[src/rtl/control_unit.sv]
// Purpose: processor control FSM; owns PC/IR, fetches from sync ROM, drives data memory, register file and ALU controls.
// Latency: 3 cycles per NOOP/STORE/ADD/SUB instruction and 4 per LOAD; outputs are Moore (state register and IR only).
// Backpressure: none, free-running; only Reset can interrupt sequencing, and HALT parks the FSM until the next Reset.
module control_unit #(
    parameter int PC_W  = 5,
    parameter int D_AW  = 8,
    parameter int RF_AW = 4
) (
    input  logic              Clk,
    input  logic              Reset,
    input  logic [15:0]       I_data,
    output logic [PC_W-1:0]   I_addr,
    output logic [15:0]       ir_instruction,
    output logic [PC_W-1:0]   pc_address,
    output logic [D_AW-1:0]   D_addr,
    output logic              D_rd,
    output logic              D_wr,
    output logic              RF_s,
    output logic [RF_AW-1:0]  RF_W_addr,
    output logic              RF_W_en,
    output logic [RF_AW-1:0]  RF_Ra_addr,
    output logic [RF_AW-1:0]  RF_Rb_addr,
    output logic [2:0]        Alu_s0,
    output logic [3:0]        state_o
);

    typedef enum logic [3:0] {
        S_INIT   = 4'd0,
        S_FETCH  = 4'd1,
        S_DECODE = 4'd2,
        S_NOOP   = 4'd3,
        S_LOAD_A = 4'd4,
        S_LOAD_B = 4'd5,
        S_STORE  = 4'd6,
        S_ADD    = 4'd7,
        S_SUB    = 4'd8,
        S_HALT   = 4'd9
    } state_t;

    state_t            state;
    state_t            state_nxt;
    logic [PC_W-1:0]   pc;
    logic [15:0]       ir;
    logic              fetch_ld;

    // Fields of the current instruction; LOAD/STORE reuse [11:4] as the data address.
    logic [3:0]        ir_op;
    logic [D_AW-1:0]   ir_daddr;
    logic [RF_AW-1:0]  ir_ra;
    logic [RF_AW-1:0]  ir_rb;
    logic [RF_AW-1:0]  ir_rd;

    assign ir_op    = ir[15:12];
    assign ir_daddr = ir[4 +: D_AW];
    assign ir_ra    = ir[8 +: RF_AW];
    assign ir_rb    = ir[4 +: RF_AW];
    assign ir_rd    = ir[0 +: RF_AW];

    assign I_addr         = pc;
    assign pc_address     = pc;
    assign ir_instruction = ir;
    assign state_o        = state;

    // State register plus PC/IR; IR captures ROM data and PC steps only on leaving FETCH.
    always_ff @(posedge Clk or negedge Reset) begin
        if (!Reset) begin
            state <= S_INIT;
            pc    <= '0;
            ir    <= '0;
        end else begin
            state <= state_nxt;
            if (fetch_ld) begin
                ir <= I_data;
                pc <= pc + {{(PC_W-1){1'b0}}, 1'b1};
            end
        end
    end

    // Next-state selection and Moore output decode; anything not driven in a state stays 0.
    always_comb begin
        state_nxt  = S_INIT;
        fetch_ld   = 1'b0;
        D_addr     = '0;
        D_rd       = 1'b0;
        D_wr       = 1'b0;
        RF_s       = 1'b0;
        RF_W_addr  = '0;
        RF_W_en    = 1'b0;
        RF_Ra_addr = '0;
        RF_Rb_addr = '0;
        Alu_s0     = 3'd0;
        case (state)
            S_INIT: begin
                state_nxt = S_FETCH;
            end
            S_FETCH: begin
                // PC has been stable for at least one cycle, so I_data is ROM[PC].
                fetch_ld  = 1'b1;
                state_nxt = S_DECODE;
            end
            S_DECODE: begin
                case (ir_op)
                    4'd1:    state_nxt = S_STORE;
                    4'd2:    state_nxt = S_LOAD_A;
                    4'd3:    state_nxt = S_ADD;
                    4'd4:    state_nxt = S_SUB;
                    4'd5:    state_nxt = S_HALT;
                    default: state_nxt = S_NOOP;
                endcase
            end
            S_NOOP: begin
                state_nxt = S_FETCH;
            end
            S_LOAD_A: begin
                D_addr    = ir_daddr;
                D_rd      = 1'b1;
                state_nxt = S_LOAD_B;
            end
            S_LOAD_B: begin
                D_addr    = ir_daddr;
                RF_s      = 1'b1;
                RF_W_addr = ir_rd;
                RF_W_en   = 1'b1;
                state_nxt = S_FETCH;
            end
            S_STORE: begin
                D_addr     = ir_daddr;
                RF_Ra_addr = ir_rd;
                D_wr       = 1'b1;
                state_nxt  = S_FETCH;
            end
            S_ADD: begin
                RF_Ra_addr = ir_ra;
                RF_Rb_addr = ir_rb;
                RF_W_addr  = ir_rd;
                RF_W_en    = 1'b1;
                Alu_s0     = 3'd1;
                state_nxt  = S_FETCH;
            end
            S_SUB: begin
                RF_Ra_addr = ir_ra;
                RF_Rb_addr = ir_rb;
                RF_W_addr  = ir_rd;
                RF_W_en    = 1'b1;
                Alu_s0     = 3'd2;
                state_nxt  = S_FETCH;
            end
            S_HALT: begin
                state_nxt = S_HALT;
            end
            default: begin
                // Unused codes 10-15 fall back to INIT on the next edge.
                state_nxt = S_INIT;
            end
        endcase
    end

endmodule
[config.mk]
export PLATFORM = sky130hd
export DESIGN_NAME = control_unit
export DESIGN_NICKNAME = d
export VERILOG_FILES = /design/src/rtl/control_unit.sv
export SDC_FILE = /design/constraint.sdc
export NUM_CORES = 1
export LEC_CHECK = 0
export ABC_AREA = 1
export BUFFER_PORTS_ARGS = -buffer_cell sky130_fd_sc_hd__buf_2
export CAP_MARGIN = 30
export CORE_UTILIZATION = 35
export CTS_CLUSTER_DIAMETER = 120
export DETAILED_ROUTE_END_ITERATION = 12
export PLACE_DENSITY = 0.76
export SLEW_MARGIN = 10
export SYNTH_ARGS = -nofsm -noshare
export SYNTH_HDL_FRONTEND = slang
export SYNTH_SLANG_ARGS = --single-unit
[constraint.sdc]
create_clock -name Clk -period 1.47 [get_ports Clk]
set_input_delay 0.147 -clock Clk [delete_from_list [all_inputs] [get_ports Clk]]
set_output_delay 0.147 -clock Clk [all_outputs]
set_load 0.05 [all_outputs]
==> results of run 1 <==
==> stage by stage <==
stage                     std cells  setup WS (ns)
after detailed placement        303        -0.0448
after CTS                       311         -0.158
after global placement          303         0.0182
after global routing            314         -0.252
after floorplan                 177         -0.137
final                           314         -0.200
==> where the power goes <==
| part | switching [mW] | internal, mW | leakage [nW] |
|---|---|---|---|
| sequential | 0.357 | 1.04 | 0.288 |
| combinational | 2.98 | 1.30 | 0.952 |
| clock | 0.212 | 0.189 | 0.0255 |
| total | 3.55 | 2.53 | 1.27 |
==> worst register-to-register path: cells and delay by family (launching register included) <==
kind            cells  cell delay [ns]
flops               1             0.51
simple gates        3             0.28
buf+inv             3             0.46
compound gates      1             0.05
==> registers in the layout (all words and copies together), names as in the netlist <==
| register | flops |
|---|---|
| ir_instruction | 16 |
| state_o | 4 |
| I_addr | 5 |
==> layout by cell type, fill, tap and decap left out, drive strengths merged <==
master | Yosys | routed
buf | 9 | 92
nand2 | 45 | 45
nor2 | 34 | 34
dfrtp | 25 | 25
inv | 25 | 20
nand3 | 19 | 19
a21oi | 12 | 12
clkinvlp | 0 | 5
clkbuf | 0 | 4
xor2 | 2 | 2
xnor2 | 2 | 2
and3 | 1 | 1
o21ai | 1 | 1
ha | 1 | 1
conb | 1 | 1
clkinv | 0 | 1
dlygate4sd3 | 0 | 1
==> cell type report <==
class / instances / area (sq um)
inverter: 25 / 123
tap: 48 / 60.1
timing repair buffer: 94 / 815
sequential: 25 / 633
fill: 295 / 1230
multi-input combinational: 118 / 781
clock inverter: 1 / 5.00
clock buffer: 3 / 41.3
==> layer usage <==
metal  vias up  global-route usage
met1       680               0.238
met4         0              0.0528
met2        46               0.332
met3         2              0.0286
met5         -                   0
li1        717                   -
==> kinds of logic (layout without fill, tap and decap cells) <==
group	after synthesis	count (layout)	share of synthesized area
and+or+nand+nor	99	99	0.324
xor gates and xnor gates	4	4	0.0259
other	1	1	0.00277
adders and majority gates	1	1	0.00925
DFF	25	25	0.463
AOI/OAI and AO/OA	13	13	0.0481
buffers and inverters	34	123	0.128
==> path summary, 6_finish.rpt <==
check                                     end  slack, ns
hold / removal              ir_instruction[3]       0.10
max in group asynchronous          state_o[1]       0.63
min in group asynchronous  ir_instruction[11]       0.41
setup reg to reg            ir_instruction[7]       0.05
setup / recovery                RF_Rb_addr[1]      -0.20
hold reg to reg                     I_addr[4]       0.49
==> timing repair <==
item                                   4_1_cts  5_1_grt
pin swaps                                    8        6
setup buffers                                3        5
cloned                                       0        1
setup endpoints to repair                   26       44
gates resized for setup                     80       23
hold buffers                                 1        0
endpoints found under the hold margin       25        0
==> results.md, run 1 <==
- CTS tree: done
- Antenna diode count: 0
- Fin crit period: 1.67 ns
- Final cell area excluding filler cells: roughly 0.0025 sq mm
- Post-synth EDFFs: 0
- Starting density of the core: 0.367
- Largest net degree at the start of global routing: 26
- Root Buffer: clkbuf_8
- CTS sink cnt: 25
- Antenna violations before repair: 0
- Post-Route M1 WL: approximately 1600 um
- Post-DP HPWL: between 2000 and 3000 um
- Die area: approximately 0.0041 sq mm
- DRC viols: 0
- Fin. Hold Viols: 0
- Gp weighted congestion: 0.822
- FF+latch count, synth: 25
- R2r startpoint: state_o[1]
- Worst path buffer plus inverter count: 2
- WL met2: 2020 um
- Unique masters post-synth: 19
- H-tree levels: 1
- Worst path depth: 6
- Area after DPL: between 0.0015 and 0.002 sq mm
- Nets: 286
- Total power: 6.08 mW
- CP max stage delay: 0.51 ns
- Core Region: ~0.0037 sq mm
- CP most frequent cell: nor2_4
- Seq/Total Area, Yosys: 0.463
- Setup TNS: -3.75 ns
- Hold path start: I_data[3]
- Failing checks: negative setup slack
- Worst skew pair latency: 0.27 ns
- RSZ-0062 raised after global routing: true
- Critical Setup Path Class: register to output port
- CP Data Arrival Time: 1.52 ns
- YS warnings: 0
- Total gr overflow: 0
- Top cells by area, synth: dfrtp_1 (46%), nand2_1 (12%), nor2_1 (8.6%)
- Crit. End Element: output port
- Rows: 22
- CTS clk-pin slew, worst paths: 0.09 ns
- Number of global-route vias before repair: 1369
- PwrDens: approximately 2500 mW/mm^2
- LEAKAGE: 1.27 nW
- Required @ worst endpoint: around 1.3 ns
- Critical path origin: state_o[1]
- Mapped Avg Cell Area: 7.64 sq um
- Via density: 4.60
- Worst hold path class: primary input to register
- Clock skew after layout: 0.00982 ns
- Synthesized cell area: 0.00135 sq mm
- Peak supply drop: about 1.1 mV
- Status: finished, violations left
- Post-route worst setup slack: -0.200 ns
- CTS Buffer Depth: 2
- Final worst-path cycle share: 1.14
- # port buffers: 73
- Fraction of layout cells with a size suffix above 1: 0.568
- Commonest cells in the synthesized netlist: nand2_1 (42), nor2_1 (31), dfrtp_1 (25)
- # IOs: 75
- Max Slew Vio Count: 0
- Fraction of registers with async set/reset: 1.00
- DR top layer: met4
- Synthesized instance count: 177
- Yosys top cell area share: 0.463
- Synth Flop Type: dfrtp_1
- Util after Layout: 0.666
- WL final: 3850 um
- Routed wire length on met3: about 170 um
- Tightest Pin Transition: 0.572 ns
- Final setup violation count: 26
- Initial DRC Count: 30
- Remaining antenna violation count: 0
- TritonRoute pass-1 iters: 4
- Area leader, netlist: dfrtp_1
- TritonCTS Buffers: 3
- Syn_nets: 196
- R2r worst-path depth: 7
- CP max FO: 5
- Worst setup SP type: register
- Max frequency: 599 MHz
- Crit path max-delay family: simple AND/OR/NAND/NOR gates
- Final hold slack: 0.103 ns
- Average routed wire per standard cell: 12.3 um
- Most frequent cell after synthesis: nand2_1
- Synth-to-layout area growth: 81.7%
- Vias: approximately 1400
- Cells on Worst Hold Path: 3
- First-pass GRT wire length: just over 6000 um
- Highest-delay cell along the critical path: dfrtp_4
- Die height: 64.2 um
- Slew margin rel.: 0.619
- Max Cap Viol: 0
- Critical-path cell list: nor2_4 > nand3_4 > nand2_4 > inv_6 > nor2_4 > buf_6
- Overall global routing resource usage: 0.189
- Die W: 64.2 um
Power figures use the tool's default switching activity.
==> inputs of run 2 (changes only) <==
--- a/config.mk
+++ b/config.mk
@@ -8,5 +8,4 @@
 export ABC_AREA = 1
 export BUFFER_PORTS_ARGS = -buffer_cell sky130_fd_sc_hd__buf_2
-export CAP_MARGIN = 30
 export CORE_UTILIZATION = 35
 export CTS_CLUSTER_DIAMETER = 120
==> constraint.sdc (replaced) <==
create_clock -name Clk -period 2.1 [get_ports Clk]
set_input_delay 0 -clock Clk [delete_from_list [all_inputs] [get_ports Clk]]
set_output_delay 0 -clock Clk [all_outputs]
set_load 0.05 [all_outputs]
==> run 2 against run 1 <==
The run now ends clean. Setup slack better by 0.55 ns. Worst hold slack worse by 0.092 ns. Clock skew increased by 0.0024 ns. Final area is 22% lower. Non-clock buffer count down 5. Register-to-register slack better by 0.65 ns. Sequential share of layout area rose by 7.1 points. Critical endpoint is now RF_Rb_addr[2].
==> results.md, run 2 (same netlist as run 1, synthesis figures left out) <==
- Status: finished clean
- Nets: 281 (-1.7%)
- CP Data Arrival Time: 1.75 ns (+0.23 ns)
- CP max stage delay: 0.49 ns (-0.02 ns)
- Fin crit period: 1.75 ns
- Largest net degree at the start of global routing: 34 (+31%)
- WL final: 3210 um (-17%)
- Clock skew after layout: 0.0123 ns (+0.00243 ns)
- Final worst-path cycle share: 0.831
- TritonCTS Buffers: 3 (unchanged)
- Rows: 22 (unchanged)
- Die area: 0.00412 sq mm (unchanged)
- First-pass GRT wire length: 4980 um (-18%)
- Footprint of the multi-input gates: 554 sq um (-29%)
- Max Cap Viol: 0 (unchanged)
- TritonRoute pass-1 iters: 4 (unchanged)
- H-tree levels: 1 (unchanged)
- Remaining antenna violation count: 0 (unchanged)
- Most common cell after layout, fill and taps aside: buf_2
- Synth-to-layout area growth: 40.9%
- CP max FO: 8 (+3)
- Tightest Pin Transition: 0.547 ns (-0.0246 ns)
- Crit. End Element: output port
- Die height: 64.2 um (unchanged)
- Highest-delay cell along the critical path: dfrtp_1
- Critical-path cell list: nor2_1 > nand3_1 > nand2_2 > inv_2 > nor2_1 > buf_2
- Gp weighted congestion: 0.764 (-7.0%)
- Most frequent cells in the layout: buf_2 (73), nand2_1 (42), nor2_1 (31), dfrtp_1 (25), inv_1 (23)
- CTS sink cnt: 25 (unchanged)
- Postcts setup bufs: 0 (-3)
- Average routed wire per standard cell: 10.4 um (-15%)
- Starting density of the core: 0.367 (unchanged)
- Max FFs per register: 16 (unchanged)
- Vias: 1356 (-6.2%)
- Hold buffers post-CTS: 16 (+15)
- Worst setup SP type: register
- Fin. Hold Viols: 0 (unchanged)
- CTS tree: done
- Setup TNS: 0 ns (+3.75 ns)
- Core Region: 0.00369 sq mm (unchanged)
- # IOs: 75 (unchanged)
- Fillers: 388 (+32%)
- Fraction of layout cells with a size suffix above 1: 0.330 (-0.238)
- Critical Setup Path Class: register to output port
- Final setup violation count: 0 (-100%)
- Total gr overflow: 0 (unchanged)
- Max frequency: 573 MHz
- Number of global-route vias before repair: 1093 (-20%)
- CTS clk-pin slew, worst paths: 0.09 ns (about the same)
- Required @ worst endpoint: 2.10 ns (+0.78 ns)
- Root Buffer: clkbuf_8
- Via density: 4.39 (-4.6%)
- CP most frequent cell: nor2_1
- Antenna violations before repair: 0 (unchanged)
- DRC viols: 0 (unchanged)
- CTS Buffer Depth: 2 (unchanged)
- Slew margin rel.: 0.635 (+0.0164)
- Seq. cell area: 626 sq um (-1.2%)
- Post-DP HPWL: 2340 um (-14%)
- Overall global routing resource usage: 0.157 (-0.0320)
- Max Slew Vio Count: 0 (unchanged)
- CTS resizes: 0 (-100%)
- Die W: 64.2 um (unchanged)
- # port buffers: 73 (unchanged)
- Worst hold path class: primary input to register
- Initial DRC Count: 34 (+13%)
- Worst skew pair latency: 0.27 ns (about the same)
- RSZ-0062 raised after global routing: false
- Antenna diode count: 0 (unchanged)
[run 2: worst max-delay path: cells and delay by family, from the launching register on]
| kind | cells | cell delay, ns |
|---|---|---|
| AND/OR/NAND/NOR | 4 | 0.64 |
| flip-flops | 1 | 0.49 |
| buffers and inverters | 2 | 0.34 |
[run 2: final timing paths]
kind / start / slack (ns) / endpoint / cells after the start
min in group asynchronous: Reset / 0.24 / ir_instruction[8] / 2
max in group asynchronous: Reset / 1.48 / state_o[0] / 2
worst max-delay path: state_o[1] / 0.35 / RF_Rb_addr[2] / 6
worst min register to register: I_addr[4] / 0.49 / I_addr[4] / 1
worst max register to register: state_o[1] / 0.70 / I_addr[4] / 4
worst min-delay path: I_data[6] / 0.01 / ir_instruction[6] / 3
[run 2: final cells by class]
| type | count | share of cell area |
|---|---|---|
| tap | 48 | 0.0315 |
| inverter | 25 | 0.0492 |
| sequential | 25 | 0.328 |
| timing repair buffer | 89 | 0.276 |
| clock buffer | 3 | 0.0217 |
| multi-input combinational | 118 | 0.291 |
| clock inverter | 1 | 0.00263 |
[run 2: per-layer routing]
metal | part of all wire | track usage
met2 | 0.45 | 0.251
met5 | 0 | 0
met3 | 0.071 | 0.0286
met4 | 0.021 | 0.0750
met1 | 0.45 | 0.203
[run 2: stage by stage]
step | util | hold slack, ns | setup slack, ns | std cells | area (sq um)
detailed placement | 0.461 | 0.0178 | 0.682 | 289 | 1700
finish | 0.517 | 0.0117 | 0.354 | 309 | 1910
floorplan | - | -0.296 | 0.137 | 177 | 1350
global placement | 0.461 | 0.0216 | 0.750 | 289 | 1700
global route | 0.517 | 0.0409 | 0.231 | 309 | 1910
CTS | 0.517 | 0.00527 | 0.363 | 309 | 1910
Power of run 2 is left out: the tool's default activity adds up to more than one toggle a clock period on the data nets, which glitch-free logic cannot reach.
